--- src/rtl/dmem_pkg.sv ---
// Shared types and constants for the data-memory responder.
package dmem_pkg;

  localparam int REQ_ADDR_W = 9;

  localparam logic [2:0] F3_B  = 3'b000;
  localparam logic [2:0] F3_H  = 3'b001;
  localparam logic [2:0] F3_W  = 3'b010;
  localparam logic [2:0] F3_BU = 3'b100;
  localparam logic [2:0] F3_HU = 3'b101;

  typedef enum logic [1:0] {
    IDLE = 2'd0,
    WAIT = 2'd1,
    RESP = 2'd2
  } state_t;

  typedef struct packed {
    logic                  we;
    logic [REQ_ADDR_W-1:0] addr;
    logic [31:0]           wdata;
    logic [2:0]            funct3;
  } req_t;

endpackage

--- src/rtl/dmem_lane_fmt.sv ---
// Byte-lane formatting for one access: store byte enables and merge,
// load lane select with sign/zero extension, and access legality.
module dmem_lane_fmt
  import dmem_pkg::*;
(
  input  logic        i_we,
  input  logic [2:0]  i_funct3,
  input  logic [1:0]  i_lane,
  input  logic [31:0] i_ram_word,
  input  logic [31:0] i_wdata,
  output logic [3:0]  o_be,
  output logic [31:0] o_store_word,
  output logic [31:0] o_load_data,
  output logic        o_err
);

  logic [7:0]  w_byte;
  logic [15:0] w_half;
  logic [31:0] w_wdata_rep;
  logic [3:0]  w_mask;
  logic        w_illegal;
  logic        w_misaligned;

  assign w_byte = i_ram_word[{i_lane, 3'b000} +: 8];
  assign w_half = i_ram_word[{i_lane[1], 4'b0000} +: 16];

  always_comb begin
    w_illegal    = 1'b0;
    w_misaligned = 1'b0;
    w_mask       = 4'b0000;
    w_wdata_rep  = i_wdata;
    o_load_data  = 32'h0;
    case (i_funct3)
      F3_B, F3_BU: begin
        w_mask      = 4'b0001 << i_lane;
        w_wdata_rep = {4{i_wdata[7:0]}};
        o_load_data = (i_funct3 == F3_B) ? {{24{w_byte[7]}}, w_byte} : {24'h0, w_byte};
      end
      F3_H, F3_HU: begin
        w_misaligned = i_lane[0];
        w_mask       = 4'b0011 << {i_lane[1], 1'b0};
        w_wdata_rep  = {2{i_wdata[15:0]}};
        o_load_data  = (i_funct3 == F3_H) ? {{16{w_half[15]}}, w_half} : {16'h0, w_half};
      end
      F3_W: begin
        w_misaligned = |i_lane;
        w_mask       = 4'b1111;
        o_load_data  = i_ram_word;
      end
      default: w_illegal = 1'b1;
    endcase
    // unsigned variants exist only for loads
    if (i_we && i_funct3[2]) w_illegal = 1'b1;

    o_err = w_illegal | w_misaligned;
    o_be  = (o_err || !i_we) ? 4'b0000 : w_mask;
    if (o_err || i_we) o_load_data = 32'h0;

    o_store_word = i_ram_word;
    for (int b = 0; b < 4; b++) begin
      if (o_be[b]) o_store_word[8*b +: 8] = w_wdata_rep[8*b +: 8];
    end
  end

endmodule

--- src/rtl/dmem_responder.sv ---
// Single-outstanding data-memory responder with programmable wait states,
// serving byte/half/word loads and stores from an internal little-endian RAM.
module dmem_responder
  import dmem_pkg::*;
#(
  parameter int DM_ADDRESS  = REQ_ADDR_W,
  parameter int DATA_W      = 32,
  parameter int WAIT_CYCLES = 2
)(
  input  logic                  clk,
  input  logic                  reset,
  input  logic                  req_valid,
  output logic                  req_ready,
  input  logic                  req_we,
  input  logic [DM_ADDRESS-1:0] req_addr,
  input  logic [DATA_W-1:0]     req_wdata,
  input  logic [2:0]            req_funct3,
  output logic                  rsp_valid,
  output logic [DATA_W-1:0]     rsp_rdata,
  output logic                  rsp_err,
  output logic                  busy
);

  // state | meaning
  // IDLE  | ready for a request; accept latches it
  // WAIT  | counting down wait states
  // RESP  | one-cycle response pulse; access already done on entry

  localparam int         DEPTH    = 1 << (DM_ADDRESS - 2);
  localparam logic [3:0] CNT_LOAD = (WAIT_CYCLES > 0) ? 4'(WAIT_CYCLES - 1) : 4'd0;

  generate
    if (DATA_W != 32 || DM_ADDRESS != REQ_ADDR_W || WAIT_CYCLES < 0 || WAIT_CYCLES > 15)
    begin : g_bad_param
      $error("dmem_responder: unsupported parameter set");
    end
  endgenerate

  state_t              r_state;
  logic [3:0]          r_cnt;
  req_t                r_req;
  logic                r_rsp_valid;
  logic [DATA_W-1:0]   r_rdata;
  logic                r_err;
  logic [31:0]         r_mem [DEPTH];

  req_t                w_live;
  req_t                w_cur;
  logic                w_accept;
  logic                w_enter_resp;
  logic [DM_ADDRESS-3:0] w_idx;
  logic [31:0]         w_ram_word;
  logic [31:0]         w_store_word;
  logic [31:0]         w_load;
  logic [3:0]          w_be;
  logic                w_err;

  assign req_ready = reset && (r_state == IDLE);
  assign w_accept  = req_valid && req_ready;
  assign w_live    = '{we: req_we, addr: req_addr, wdata: req_wdata, funct3: req_funct3};
  // zero wait states access memory on the accept edge, before r_req is loaded
  assign w_cur      = (r_state == IDLE) ? w_live : r_req;
  assign w_idx      = w_cur.addr[DM_ADDRESS-1:2];
  assign w_ram_word = r_mem[w_idx];

  assign w_enter_resp = ((r_state == IDLE) && w_accept && (WAIT_CYCLES == 0)) ||
                        ((r_state == WAIT) && (r_cnt == 4'd0));

  dmem_lane_fmt u_lane_fmt (
    .i_we         (w_cur.we),
    .i_funct3     (w_cur.funct3),
    .i_lane       (w_cur.addr[1:0]),
    .i_ram_word   (w_ram_word),
    .i_wdata      (w_cur.wdata),
    .o_be         (w_be),
    .o_store_word (w_store_word),
    .o_load_data  (w_load),
    .o_err        (w_err)
  );

  // merged word already preserves the untouched lanes
  always_ff @(posedge clk) begin
    if (w_enter_resp && (|w_be)) r_mem[w_idx] <= w_store_word;
  end

  always_ff @(posedge clk or negedge reset) begin
    if (!reset) begin
      r_state     <= IDLE;
      r_cnt       <= 4'd0;
      r_req       <= '0;
      r_rsp_valid <= 1'b0;
      r_rdata     <= '0;
      r_err       <= 1'b0;
    end else begin
      r_rsp_valid <= 1'b0;
      if (w_enter_resp) begin
        r_rsp_valid <= 1'b1;
        r_rdata     <= w_load;
        r_err       <= w_err;
      end
      case (r_state)
        IDLE: begin
          if (w_accept) begin
            r_req <= w_live;
            if (WAIT_CYCLES == 0) begin
              r_state <= RESP;
            end else begin
              r_state <= WAIT;
              r_cnt   <= CNT_LOAD;
            end
          end
        end
        WAIT: begin
          if (r_cnt == 4'd0) r_state <= RESP;
          else               r_cnt   <= r_cnt - 4'd1;
        end
        RESP:    r_state <= IDLE;
        default: r_state <= IDLE;
      endcase
    end
  end

  assign rsp_valid = r_rsp_valid;
  assign rsp_rdata = r_rdata;
  assign rsp_err   = r_err;
  assign busy      = (r_state != IDLE);

endmodule

--- config.mk ---
export PLATFORM = sky130hd
export DESIGN_NAME = dmem_responder
export DESIGN_NICKNAME = d
export VERILOG_FILES = /design/src/rtl/dmem_pkg.sv /design/src/rtl/dmem_lane_fmt.sv /design/src/rtl/dmem_responder.sv
export SDC_FILE = /design/constraint.sdc
export NUM_CORES = 2
export LEC_CHECK = 0
export ABC_AREA = 0
export CAP_MARGIN = 20
export CELL_PAD_IN_SITES_DETAIL_PLACEMENT = 1
export CELL_PAD_IN_SITES_GLOBAL_PLACEMENT = 2
export CORE_ASPECT_RATIO = 0.5
export CORE_MARGIN = 4
export CORE_UTILIZATION = 45
export CTS_CLUSTER_SIZE = 24
export DETAILED_ROUTE_END_ITERATION = 12
export PLACE_DENSITY = 0.85
export SLEW_MARGIN = 20
export SYNTH_ARGS = -nofsm -noshare
export SYNTH_HDL_FRONTEND = slang
export SYNTH_SLANG_ARGS = --single-unit
--- constraint.sdc ---
create_clock -name clk -period 11.8 [get_ports clk]
set_clock_uncertainty 0.05 [all_clocks]
set_input_delay 1.77 -clock clk [delete_from_list [all_inputs] [get_ports clk]]
set_output_delay 1.77 -clock clk [all_outputs]
set_load 0.1 [all_outputs]
==> flow_summary.ini <==
[floorplan]
ioPinCount = 84
coreArea_um2 = 344000
fp-row-count = 152
die_w_um = 841
start_util = 0.453
die_h_um = 424
dieArea_um2 = 357000

[synth]
seq_area_frac_synth = 0.802
synth-seq-cells = 4181
synth_cell_types = 99
synth_nets = 9465
yosysTopAreaCell = edfxtp_1
syn_inst = 9415
synth.avg_cell_area_um2 = 16.6
yosys_warnings = 0
yosysMostFrequentCell = edfxtp_1
synth_area_um2 = 156000
ys.flop_type = edfxtp_1
synth-edff-count = 4096
ys_top_cells_by_count = edfxtp_1 (4096), o22ai_1 (1484), nand2_1 (721)
ys_top_cells_by_area = edfxtp_1 (79%), o22ai_1 (5.9%), nor3_1 (2.0%)
synth_top_area_frac = 0.788
synthArstFlopShare = 0.0203

[pwr]
powerDensity_nw_per_um2 = 344
internal_power_w = 0.0358
seqPwrFrac = 0.407
finalPower_w = 0.0608
p_sw_w = 0.0251
max-vdd-ir-drop_uv = 516
p_sw_frac = 0.412
comb_power_share = 0.388
pwr-share-clk = 0.205
p_leak_nw = 54.1

[route]
wirelength_um = 580000
drc = 0
drtIter0Drc = 18100
viasPerCell = 7.06
wl_per_cell_um = 39.9
drt-pass1-iter-count = 6
vias = 103000
ant_nets = 0

[clocking]
h-tree-depth = 5
cts_setup_buffers = 0
clockBufferDepth = 4
clk-insertion-delay-late_ns = 0.95
cts_made_buffers = 376
cts_tree = yes
cts_resized = 0
ctsHoldBuffers = 0
numClockSinks = 4181
cts.reportedPaths.clkPinSlew_ns = 0.06
root_buffer = clkbuf_16

[finish]
area.growth.synth_to_final_pct = 13.3
nNetsFinal = 9644
utilization = 0.513
final-instance-count-excl-fill = 14500
drive_above_1_share = 0.126

[critical_path]
crit_path_start_kind = input pin
crit_required_ns = 12.35
arrival_ns = 9.03
critPathCaptureType = flop
path_class = in -> reg
cp_max_fo = 66

[timing]
fmax_mhz = 118
rsz0062_at_grt = false
final_max_slew_viol_count = 0
tightest_slew_ns = 1.31
fin_crit_sh = 0.719
setup-violations-final = 0
hold_violations = 0
maxSlewHeadroom = 0.115
period_minus_slack_ns = 8.49
fin_tns_setup_ns = 0

[placed_design]
detailed_place_hpwl_um = 300000
port_buffers = 83
gp_congestion = 0.903
dp_cells = 13800

[flow_run]
maxCapViolations = 0

[global_route]
grt_usage = 0.316
antenna_found_initial = 32
grt_max_degree = 140
grt_pass1_vias = 104000
overflow = 0
grt_first_pass_wirelength_um = 804000

[worst_hold_path]
hp-class = reg -> reg

[run_status]
outcome = completed
[final timing paths]
check | start | end | slack [ns] | cells past startpoint
hold reg to reg | r_req[32] | r_req[32] | 0.45 | 1
setup / recovery | req_addr[2] | r_mem[110][14] | 3.31 | 15
max in group asynchronous | reset | rsp_rdata[21] | 9.71 | 2
hold / removal | r_req[32] | r_req[32] | 0.45 | 1
setup reg to reg | r_state[0] | r_mem[83][1] | 3.73 | 14
min in group asynchronous | reset | r_cnt[1] | 0.87 | 1
[cell type report]
type                            instances  area, um^2
Sequential cell                      4181      125000
Tap cell                             4620        5780
Clock inverter                        214        2070
Timing Repair Buffer                  471        4250
Clock buffer                          463       10000
Inverter                               10        37.5
Fill cell                           31900      167000
Multi-Input combinational cell       4554       29400
Antenna cell                           28        70.1
[state kept, by name, indices dropped and copies added, names as in the netlist]
register and count:
r_cnt 4, r_state 2, rsp_valid 1, r_req 45, rsp_rdata 32, rsp_err 1
r_mem 4096
[critical path: stages]
cell and delay (ns):
clkdlybuf4s50_1 0.71, or3b_1 0.40, buf_4 0.23, nand2_8 0.55
buf_4 0.45, buf_4 0.68, o221ai_1 0.33, a222oi_1 0.45
o32ai_1 0.24, o31ai_2 0.88, buf_4 0.23, nand4_1 0.18
nor2_1 0.22, a21o_4 0.73, buf_4 0.71
[power by group through the flow]
stage / logic (W) / clock network, W / registers (W)
5_1_grt: 0.0241 / 0.0131 / 0.0247
6_report: 0.0236 / 0.0125 / 0.0247
4_1_cts: 0.0225 / 0.0124 / 0.0247
2_1_floorplan: 0.0112 / 0 / 0.0268
3_5_place_dp: 0.0223 / 0 / 0.0250
3_3_place_gp: 0.0212 / 0 / 0.0250
[routing by layer]
metal / vias up / track usage / routed length [um]
li1: 39000 / - / -
met1: 52500 / 0.411 / 199000
met2: 9123 / 0.478 / 257000
met3: 2015 / 0.0964 / 85600
met4: 22 / 0.177 / 38700
met5: - / 0 / 141
[logic make-up after synthesis]
logic type	Yosys count	synth area share
AO/OA/AOI/OAI	2408	0.104
buffers and inverters	680	0.0234
adder cells (fa/ha/maj)	2	0.000160
AND/OR/NAND/NOR	1969	0.0579
flip-flops	4181	0.802
multiplexers	173	0.0120
XOR/XNOR	2	0.000112
[cell usage in the layout (no fill, tap or decap), types with 12 or more instances in the layout]
master	n
o31ai_1	22
mux2_2	45
a211oi_1	23
mux2i_1	104
o41ai_1	84
o21ai_0	123
and3_1	54
nand2_1	720
a21oi_1	60
nor3_1	631
nand3_1	226
o22a_1	48
bufinv_16	40
clkinv_1	83
buf_4	346
o41ai_4	13
o21ai_4	14
o22ai_1	1483
nor2_4	130
a31oi_1	124
dfrtp_1	85
edfxtp_1	4096
a41o_1	13
a41oi_1	21
diode_2	28
clkinv_2	70
o41ai_2	42
a32oi_1	47
o221ai_1	123
a22oi_1	16
a222oi_1	12
clkbuf_16	388
buf_12	36
clkdlybuf4s50_1	82
clkbuf_1	74
nor2_1	78
nand4_1	20
nor4_1	34
[stage by stage]
| step | worst slack (ns) | hold slack [ns] | cell area [um^2] |
|---|---|---|---|
| final | 3.31 | 0.454 | 177000 |
| after global routing | 3.35 | 0.468 | 177000 |
| after CTS | 3.67 | 0.456 | 177000 |
| after detailed placement | 2.89 | 0.441 | 164000 |
| after global placement | 2.83 | 0.422 | 164000 |
| after floorplan | 1.46 | 0.422 | 156000 |
No activity file was read; power rests on OpenSTA's default activity.
